**config.mk**
```make
export PLATFORM = sky130hd
export DESIGN_NAME = filter_spad_ctrl_flat
export DESIGN_NICKNAME = d
export VERILOG_FILES = /design/src/rtl/filter_spad_ctrl_if.sv /design/src/rtl/filter_spad_ctrl.sv /design/src/flat_wrapper.sv
export SDC_FILE = /design/constraint.sdc
export NUM_CORES = 1
export LEC_CHECK = 0
export CORE_ASPECT_RATIO = 0.5
export CORE_MARGIN = 4
export CORE_UTILIZATION = 50
export DETAILED_ROUTE_END_ITERATION = 7
export GPL_TIMING_DRIVEN = 0
export PLACE_DENSITY_LB_ADDON = 0.2
export REMOVE_ABC_BUFFERS = 1
export SLEW_MARGIN = 30
export SYNTH_ARGS = -nofsm -noshare
export SYNTH_HDL_FRONTEND = slang
export SYNTH_SLANG_ARGS = --single-unit
export TNS_END_PERCENT = 1
```
**constraint.sdc**
```tcl
create_clock -name clk -period 3.9 [get_ports clk]
set_input_delay 0.585 -clock clk [delete_from_list [all_inputs] [get_ports clk]]
set_output_delay 0.585 -clock clk [all_outputs]
set_load 0.01 [all_outputs]
```
**src/rtl/filter_spad_ctrl_if.sv**
```systemverilog
// Bundle of config, load stream, weight stream and spad pins for the filter spad sequencer.
// The controller connects through the master modport; its environment uses slave.
interface filter_spad_ctrl_if #(
  parameter int unsigned DATA_W = 16,
  parameter int unsigned ADDR_W = 8
);
  logic              cfg_start;
  logic [ADDR_W-1:0] cfg_len;
  logic [ADDR_W-1:0] cfg_passes;
  logic              cfg_skip_load;
  logic              ld_valid;
  logic [DATA_W-1:0] ld_data;
  logic              ld_ready;
  logic              w_valid;
  logic [DATA_W-1:0] w_data;
  logic              w_ready;
  logic [ADDR_W-1:0] spad_addr;
  logic              spad_we;
  logic [DATA_W-1:0] spad_din;
  logic [DATA_W-1:0] spad_dout;
  logic              busy;
  logic              done;

  modport master (
    input  cfg_start, cfg_len, cfg_passes, cfg_skip_load, ld_valid, ld_data, w_ready, spad_dout,
    output ld_ready, w_valid, w_data, spad_addr, spad_we, spad_din, busy, done
  );

  modport slave (
    output cfg_start, cfg_len, cfg_passes, cfg_skip_load, ld_valid, ld_data, w_ready, spad_dout,
    input  ld_ready, w_valid, w_data, spad_addr, spad_we, spad_din, busy, done
  );
endinterface

```
**src/rtl/filter_spad_ctrl.sv**
```systemverilog
// Filter scratch-pad sequencer: loads a run of weights into the negedge spad, then replays
// the run to the MAC for a configurable number of passes at one word per cycle.
module filter_spad_ctrl #(
  parameter int unsigned DATA_W = 16,
  parameter int unsigned ADDR_W = 8,
  parameter int unsigned DEPTH  = 224
) (
  input logic                clk,
  input logic                rst_n,
  filter_spad_ctrl_if.master bus
);
  typedef enum logic [1:0] {StIdle, StLoad, StRead, StDone} state_e;

  localparam logic [ADDR_W-1:0] DepthA = ADDR_W'(DEPTH);

  state_e            state_q, state_d;
  logic [ADDR_W-1:0] len_q, len_d;
  logic [ADDR_W-1:0] passes_q, passes_d;
  logic [ADDR_W-1:0] wr_ptr_q, wr_ptr_d;
  logic [ADDR_W-1:0] rd_ptr_q, rd_ptr_d;
  logic [ADDR_W-1:0] pass_q, pass_d;
  logic              w_valid_q, w_valid_d;
  logic [ADDR_W-1:0] start_len, len_last;
  logic              ld_hs, w_hs;

  assign start_len     = (bus.cfg_len > DepthA) ? DepthA : bus.cfg_len;
  assign len_last      = len_q - 1'b1;
  // The spad output is already aligned with rd_ptr by the negedge read, so no extra stage.
  assign bus.w_data    = DATA_W'(bus.spad_dout);
  assign bus.spad_din  = DATA_W'(bus.ld_data);
  assign bus.w_valid   = w_valid_q;
  assign bus.busy      = (state_q != StIdle);

  always_comb begin
    state_d       = state_q;
    len_d         = len_q;
    passes_d      = passes_q;
    wr_ptr_d      = wr_ptr_q;
    rd_ptr_d      = rd_ptr_q;
    pass_d        = pass_q;
    w_valid_d     = w_valid_q;
    ld_hs         = 1'b0;
    w_hs          = 1'b0;
    bus.ld_ready  = 1'b0;
    bus.spad_we   = 1'b0;
    bus.spad_addr = '0;
    bus.done      = 1'b0;

    unique case (state_q)
      StIdle: begin
        if (bus.cfg_start) begin
          len_d     = start_len;
          passes_d  = bus.cfg_passes;
          wr_ptr_d  = '0;
          rd_ptr_d  = '0;
          pass_d    = '0;
          w_valid_d = 1'b0;
          if (start_len == '0) begin
            state_d = StDone;
          end else if (bus.cfg_skip_load) begin
            state_d = (bus.cfg_passes == '0) ? StDone : StRead;
          end else begin
            state_d = StLoad;
          end
        end
      end
      StLoad: begin
        bus.ld_ready  = (wr_ptr_q < len_q);
        ld_hs         = bus.ld_valid & bus.ld_ready;
        // Gate with reset so an aborting cycle never commits a write on its negedge.
        bus.spad_we   = ld_hs & rst_n;
        bus.spad_addr = wr_ptr_q;
        if (ld_hs) begin
          if (wr_ptr_q == len_last) begin
            rd_ptr_d  = '0;
            pass_d    = '0;
            w_valid_d = 1'b0;
            state_d   = (passes_q == '0) ? StDone : StRead;
          end else begin
            wr_ptr_d = wr_ptr_q + 1'b1;
          end
        end
      end
      StRead: begin
        bus.spad_addr = rd_ptr_q;
        w_hs          = w_valid_q & bus.w_ready;
        w_valid_d     = 1'b1;
        if (w_hs) begin
          if (rd_ptr_q == len_last) begin
            rd_ptr_d = '0;
            if (pass_q == passes_q - 1'b1) begin
              pass_d    = '0;
              w_valid_d = 1'b0;
              state_d   = StDone;
            end else begin
              pass_d = pass_q + 1'b1;
            end
          end else begin
            rd_ptr_d = rd_ptr_q + 1'b1;
          end
        end
      end
      StDone: begin
        bus.done = 1'b1;
        state_d  = StIdle;
      end
      default: state_d = StIdle;
    endcase
  end

  always_ff @(posedge clk) begin
    if (!rst_n) begin
      state_q   <= StIdle;
      len_q     <= '0;
      passes_q  <= '0;
      wr_ptr_q  <= '0;
      rd_ptr_q  <= '0;
      pass_q    <= '0;
      w_valid_q <= 1'b0;
    end else begin
      state_q   <= state_d;
      len_q     <= len_d;
      passes_q  <= passes_d;
      wr_ptr_q  <= wr_ptr_d;
      rd_ptr_q  <= rd_ptr_d;
      pass_q    <= pass_d;
      w_valid_q <= w_valid_d;
    end
  end
endmodule

```
**src/flat_wrapper.sv**
```systemverilog
// flat-port wrapper written by rule: the top's interface ports become plain ports
module filter_spad_ctrl_flat 
#(
  parameter int unsigned DATA_W = 16,
  parameter int unsigned ADDR_W = 8,
  parameter int unsigned DEPTH  = 224
)
  (clk, rst_n, bus_cfg_start, bus_cfg_len, bus_cfg_passes, bus_cfg_skip_load, bus_ld_valid, bus_ld_data, bus_w_ready, bus_spad_dout, bus_ld_ready, bus_w_valid, bus_w_data, bus_spad_addr, bus_spad_we, bus_spad_din, bus_busy, bus_done);
  filter_spad_ctrl_if #(.DATA_W(DATA_W), .ADDR_W(ADDR_W)) bus_i ();
  input logic clk;
  input logic rst_n;
  input wire logic [$bits(bus_i.cfg_start)-1:0] bus_cfg_start;
  input wire logic [$bits(bus_i.cfg_len)-1:0] bus_cfg_len;
  input wire logic [$bits(bus_i.cfg_passes)-1:0] bus_cfg_passes;
  input wire logic [$bits(bus_i.cfg_skip_load)-1:0] bus_cfg_skip_load;
  input wire logic [$bits(bus_i.ld_valid)-1:0] bus_ld_valid;
  input wire logic [$bits(bus_i.ld_data)-1:0] bus_ld_data;
  input wire logic [$bits(bus_i.w_ready)-1:0] bus_w_ready;
  input wire logic [$bits(bus_i.spad_dout)-1:0] bus_spad_dout;
  output wire logic [$bits(bus_i.ld_ready)-1:0] bus_ld_ready;
  output wire logic [$bits(bus_i.w_valid)-1:0] bus_w_valid;
  output wire logic [$bits(bus_i.w_data)-1:0] bus_w_data;
  output wire logic [$bits(bus_i.spad_addr)-1:0] bus_spad_addr;
  output wire logic [$bits(bus_i.spad_we)-1:0] bus_spad_we;
  output wire logic [$bits(bus_i.spad_din)-1:0] bus_spad_din;
  output wire logic [$bits(bus_i.busy)-1:0] bus_busy;
  output wire logic [$bits(bus_i.done)-1:0] bus_done;
  assign bus_i.cfg_start = bus_cfg_start;
  assign bus_i.cfg_len = bus_cfg_len;
  assign bus_i.cfg_passes = bus_cfg_passes;
  assign bus_i.cfg_skip_load = bus_cfg_skip_load;
  assign bus_i.ld_valid = bus_ld_valid;
  assign bus_i.ld_data = bus_ld_data;
  assign bus_i.w_ready = bus_w_ready;
  assign bus_i.spad_dout = bus_spad_dout;
  assign bus_ld_ready = bus_i.ld_ready;
  assign bus_w_valid = bus_i.w_valid;
  assign bus_w_data = bus_i.w_data;
  assign bus_spad_addr = bus_i.spad_addr;
  assign bus_spad_we = bus_i.spad_we;
  assign bus_spad_din = bus_i.spad_din;
  assign bus_busy = bus_i.busy;
  assign bus_done = bus_i.done;
  filter_spad_ctrl #(.DATA_W(DATA_W), .ADDR_W(ADDR_W), .DEPTH(DEPTH)) u_core (.clk(clk), .rst_n(rst_n), .bus(bus_i));
endmodule
```
* Word-level counts from Yosys, hierarchy flattened
Index checks and enable logic that the tools add are counted.
** Storage, ports and cells
- Word-level logic and storage cells :: 79
- Output and inout port bits :: 45
- Memory bits (writable) :: 0
- ROM bits :: 0
- Bits in registers :: 43
- Input bits :: 54
- Memories :: 0
- Latch bits :: 0
** Cells by class
- Reduce and logical (&&, ||, !) cells :: 13
- Div/mod/pow operators :: 0
- Multipliers :: 0
- Bitwise operators :: 3
- $lt $le $gt $ge :: 2
- $add $sub $neg :: 5
- Equality and inequality tests :: 13
- Shifts and indexed selects :: 0
- Multiplexer cells :: 36
** Operators by type and width (number)
- 8-bit 2-to-1 mux :: 11
- 8-bit one-hot mux with 3 select lines :: 2
- 8-bit one-hot mux with 2 select lines :: 2
- 8-bit by 1-bit adder with 8-bit output, second input constant :: 3
- 8-bit equality test :: 3
- 8-bit zero test :: 3
- 2-bit 2-to-1 mux :: 8
- 8-bit by 1-bit subtractor with 8-bit output, second input constant :: 2
- 6-bit AND reduction :: 2
- 1-bit 2-to-1 mux :: 11
- 2-bit by 1-bit != test with 1-bit output, second input constant :: 5
- 8-bit greater-than comparator, second input constant :: 1
- 8-bit less-than comparator :: 1
- 2-bit one-hot mux with 4 select lines :: 1
- 4-bit AND reduction :: 2
- 5-bit AND reduction :: 1
- 2-bit equality test, second input constant :: 2
- 2-bit != test, second input constant :: 2
- 2-bit nonzero test :: 2
- 1-bit AND :: 3
- 1-bit one-hot mux with 3 select lines :: 1
- 3-bit nonzero test :: 1
- 2-bit by 1-bit equality test with 1-bit output, second input constant :: 1
- 2-bit zero test :: 1
- 2-bit AND reduction :: 1

* Depth between registers and ports, before layout
- Depth after elaboration :: 6
- Mapped depth :: 12
- Gate-level depth less buffers :: 10

* Least setup slack after synthesis
OpenSTA, ideal clock, no wires.
- Kind :: register to register
- Start :: reg u_core.len_q[2]
- End :: reg u_core.rd_ptr_q[0]
- Buffers on the path :: 1
- Arrival time :: 2.492 ns
- Stages on the path, launching flop included :: 10
- Slack :: 1.349 ns
- Clock period less this slack :: 2.551 ns
- Cell sequence :: dfxtp_1 buf_6 or3_4 or3_1 a32oi_1 a21oi_1 o31ai_4 nand2_4 nor4_4 a22o_1
** On the way
- Longest elaborated chain between the ends :: 5
- Elaborated cells between the ends (all ways) :: 11
** Ends and longest elaborated chain
- start: declaration :: RTL line filter_spad_ctrl.sv:17 : logic [ADDR_W-1:0] len_q, len_d;
- start signal: assignment :: RTL line filter_spad_ctrl.sv:122 : len_q <= len_d;
- 8-bit by 1-bit subtractor with 8-bit output :: RTL line filter_spad_ctrl.sv:27 : assign len_last = len_q - 1'b1;
- 8-bit equality test :: RTL line filter_spad_ctrl.sv:89 : if (rd_ptr_q == len_last) begin
- 8-bit 2-to-1 mux :: RTL line filter_spad_ctrl.sv:89
- 8-bit 2-to-1 mux :: RTL line filter_spad_ctrl.sv:88 : if (w_hs) begin
- 8-bit one-hot mux with 3 select lines :: RTL line filter_spad_ctrl.sv:49 : unique case (state_q)
- end signal: assignment :: RTL line filter_spad_ctrl.sv:125 : rd_ptr_q <= rd_ptr_d;
- end: declaration :: RTL line filter_spad_ctrl.sv:20 : logic [ADDR_W-1:0] rd_ptr_q, rd_ptr_d;
Several ways; a longest one is shown, not always the timed one. The select of a mux whose other input is x is not followed.
A chain may end at the register's enable or synchronous reset.

* Worst setup path in the final report
- Start :: reg u_core.len_q[1]
- End :: out bus_spad_we
** On the way
- Longest elaborated chain between the ends :: 4
** Ends and longest elaborated chain
- 8-bit less-than comparator :: RTL line filter_spad_ctrl.sv:68 : bus.ld_ready = (wr_ptr_q < len_q);
- 1-bit AND :: RTL line filter_spad_ctrl.sv:69 : ld_hs = bus.ld_valid & bus.ld_ready;
- 1-bit AND :: RTL line filter_spad_ctrl.sv:71 : bus.spad_we = ld_hs & rst_n;
- 1-bit 2-to-1 mux :: RTL line filter_spad_ctrl.sv:49
- end: declaration :: RTL line flat_wrapper.sv:24 : output wire logic [$bits(bus_i.spad_we)-1:0] bus_spad_we;
No other way between the ends.

==> reports/results.ini <==
[detailed_routing]
routed_via_density=6.01
ant_nets=0
drt_drc_violations_left=0
drt_iter0_drc=229
drt_wl_total_mm=8.83
vias=3097
wl_per_cell_um=17.1
first_pass_iters=5

[pwr]
switchingPower_mw=0.799
power_density_mw_per_mm2=521
clockPowerShare=0.219
power.internal_mw=1.12
p_leak_nw=1.36
swShare=0.416
peakVddDrop_uv=219
pwr-share-comb=0.487
seq_power_share=0.294

[worst_setup_path]
start_kind=register
cp-end-kind=output port
path_cells=inv_1 -> ha_1 -> nor2b_1 -> o211ai_1 -> a21oi_1 -> or2_2 -> nor2_1 -> clkdlybuf4s50_1
cpPeakStageDelay_ns=0.54
critPathArrivalTime_ns=2.64
slowest_stage=clkdlybuf4s50_1
crit_buf_inv=2
worstSetupPathType=register to output port
required_ns=3.31
cpLargestDelayFamily=buffers and inverters
worstPathMaxFanout=5

[sta]
finalClockSkew_ns=0.00402
rsz0062_at_grt=false
setup_ws_ns=0.676
worst_pin_slew_ns=0.760
finalCriticalPeriod_ns=3.22
fin_crit_sh=0.827
hold_viol=0
setup_viol=0
finalMaxSlewViolations=0
tns_ns=0
hold_slack_ns=0.502
slew_headroom=0.489
timing.fmax_mhz=310

[floorplanning]
start_util=0.516
core_area_mm2=0.00667
die_h_um=66.7
placementRows=21
dieArea_mm2=0.00836
die_x_um=125
io_pins=99

[clocking]
cts-root-buf=clkbuf_16
htreeDepth=2
cts_buffers=5
cts_tree=yes
holdBufCountCts=0
clock_sinks=43
post_cts_buffers=0
clk_pin_slew_worst_paths_ns=0.06
clk_latency_ns=0.28
cts.repair.resized=0
clk_path_buf_depth=2

[grt]
grt-ovfl-total=0
globalRouteMet1Util=0.266
grt_pass1_vias=3036
grt_max_degree=45
antenna_found_initial=0
use_met3=0.0841
grtUsageTotal=0.218
grt_pass1_wl_mm=14.6
busiest_layer=met2
grt_use_met2=0.368

[synthesis]
ys_seq_area_frac=0.250
synth_top_area_frac=0.250
synthSimpleGateAreaFrac=0.241
synth.largest_area_cell=dfxtp_1
synth_xor_area_frac=0.0792
synth_common_cells=nand2_1 (44), dfxtp_1 (43), buf_4 (32)
ys.flop_type=dfxtp_1
synth.most_common_cell=nand2_1
synth_adder_area_share=0.0617
synth_edf_count=0
ys_top_cells_by_area=dfxtp_1 (25%), buf_4 (7.0%), ha_1 (6.2%)
synth_compound_area_frac=0.225
synth_top_family_by_area=simple AND/OR/NAND/NOR gates
netlist_instances=435
synth-seq-cells=43
yosysWarnings=0
async_flop_share=0
synth.distinct_cells=64
yosys-mux-area-fraction=0.0145
syn_avg_cell_area_um2=7.92
netlist_area_mm2=0.00345

[outcome]
status=completed

[cells_and_area]
area_delta_synth_final_pct=7.08
seq_area_um2=861
antenna-diode-count=0
fin_nets=494
fill_cells=623
multi_input_area_mm2=0.00214
drive_gt1_frac=0.0473
final_core_util=0.553

[placed_design]
portBuffers=34
place_hpwl_mm=6.59
gp_congestion=0.837
dp_slack_ns=0.899

[min_path]
worst_hold_path_type=register to register

[job]
maxCapViolations=0

layer usage:
layer | share of wire | wire length [um] | vias up
met4 | 0.0077 | 68 | 0
met2 | 0.46 | 4090 | 94
li1 | - | - | 1493
met3 | 0.071 | 627 | 7
met5 | 0 | 0 | -
met1 | 0.46 | 4050 | 1503
cells by family after synthesis:
kind of cell,after synthesis
buf+inv,78
simple gates,158
mux,5
fa+ha+maj,17
compound gates,106
flops,43
xor+xnor,28
worst register-to-register path: cells and delay by family, from the launching register on:
kind / cells / cell delay [ns]
fa+ha+maj: 1 / 0.28
compound gates: 4 / 1.01
buf+inv: 1 / 0.11
flops: 1 / 0.44
simple gates: 4 / 1.20
sequential cells by signal, indices dropped and copies added (netlist names):
signal and flops:
u_core.len_q 8, u_core.wr_ptr_q 8, u_core.state_q 2, u_core.passes_q 8, u_core.rd_ptr_q 8, u_core.pass_q 8
u_core.bus.w_valid 1
placed cells by master, fill, tap and decap left out, drive strengths merged, types with 3 or more instances in the layout:
cell,n
a211oi,3
a21boi,13
a21oi,14
a22oi,14
a31o,4
a31oi,5
a32o,5
and2,5
and3,12
clkbuf,6
clkdlybuf4s50,33
dfxtp,43
ha,17
inv,25
mux2i,5
nand2,45
nand2b,8
nand3,9
nand4,9
nor2,28
nor2b,16
nor3,9
nor4,4
o211ai,3
o21ai,17
o22ai,5
o31ai,3
or2,3
or3,3
or4,4
xnor2,11
xor2,15
layout make-up:
type / count / share of cell area
repair buffers: 34 / 0.0909
flip-flops and latches: 43 / 0.233
clock inverters: 1 / 0.00136
inverters: 25 / 0.0254
well taps: 92 / 0.0312
multi-input cells: 314 / 0.580
clock buffers: 6 / 0.0376
final timing paths:
path	start	slack, ns	end	cells past startpoint
min reg2reg	u_core.passes_q[7]$_SDFFE_PN0P_	0.50	u_core.passes_q[7]$_SDFFE_PN0P_	2
max	u_core.len_q[1]$_SDFFE_PN0P_	0.68	bus_spad_we	8
max reg2reg	u_core.len_q[1]$_SDFFE_PN0P_	0.82	u_core.rd_ptr_q[0]$_SDFFE_PN0P_	10
min	u_core.passes_q[7]$_SDFFE_PN0P_	0.50	u_core.passes_q[7]$_SDFFE_PN0P_	2
stage by stage:
step           total power, mW  instances  cell area (um2)
6_report                  1.92        515             3690
4_1_cts                   1.93        515             3690
3_3_place_gp              1.46        508             3550
5_1_grt                   2.07        515             3690
3_5_place_dp              1.50        508             3550
2_1_floorplan             1.24        382             3100
power by group through the flow:
| stage | clock network (mW) | logic (mW) | registers, mW |
|---|---|---|---|
| after global routing | 0.449 | 1.05 | 0.572 |
| after global placement | 0 | 0.891 | 0.569 |
| after floorplan | 0 | 0.684 | 0.552 |
| after CTS | 0.429 | 0.933 | 0.563 |
| after detailed placement | 0 | 0.923 | 0.573 |
| final | 0.421 | 0.937 | 0.565 |
(Power assumes the default switching activity.)
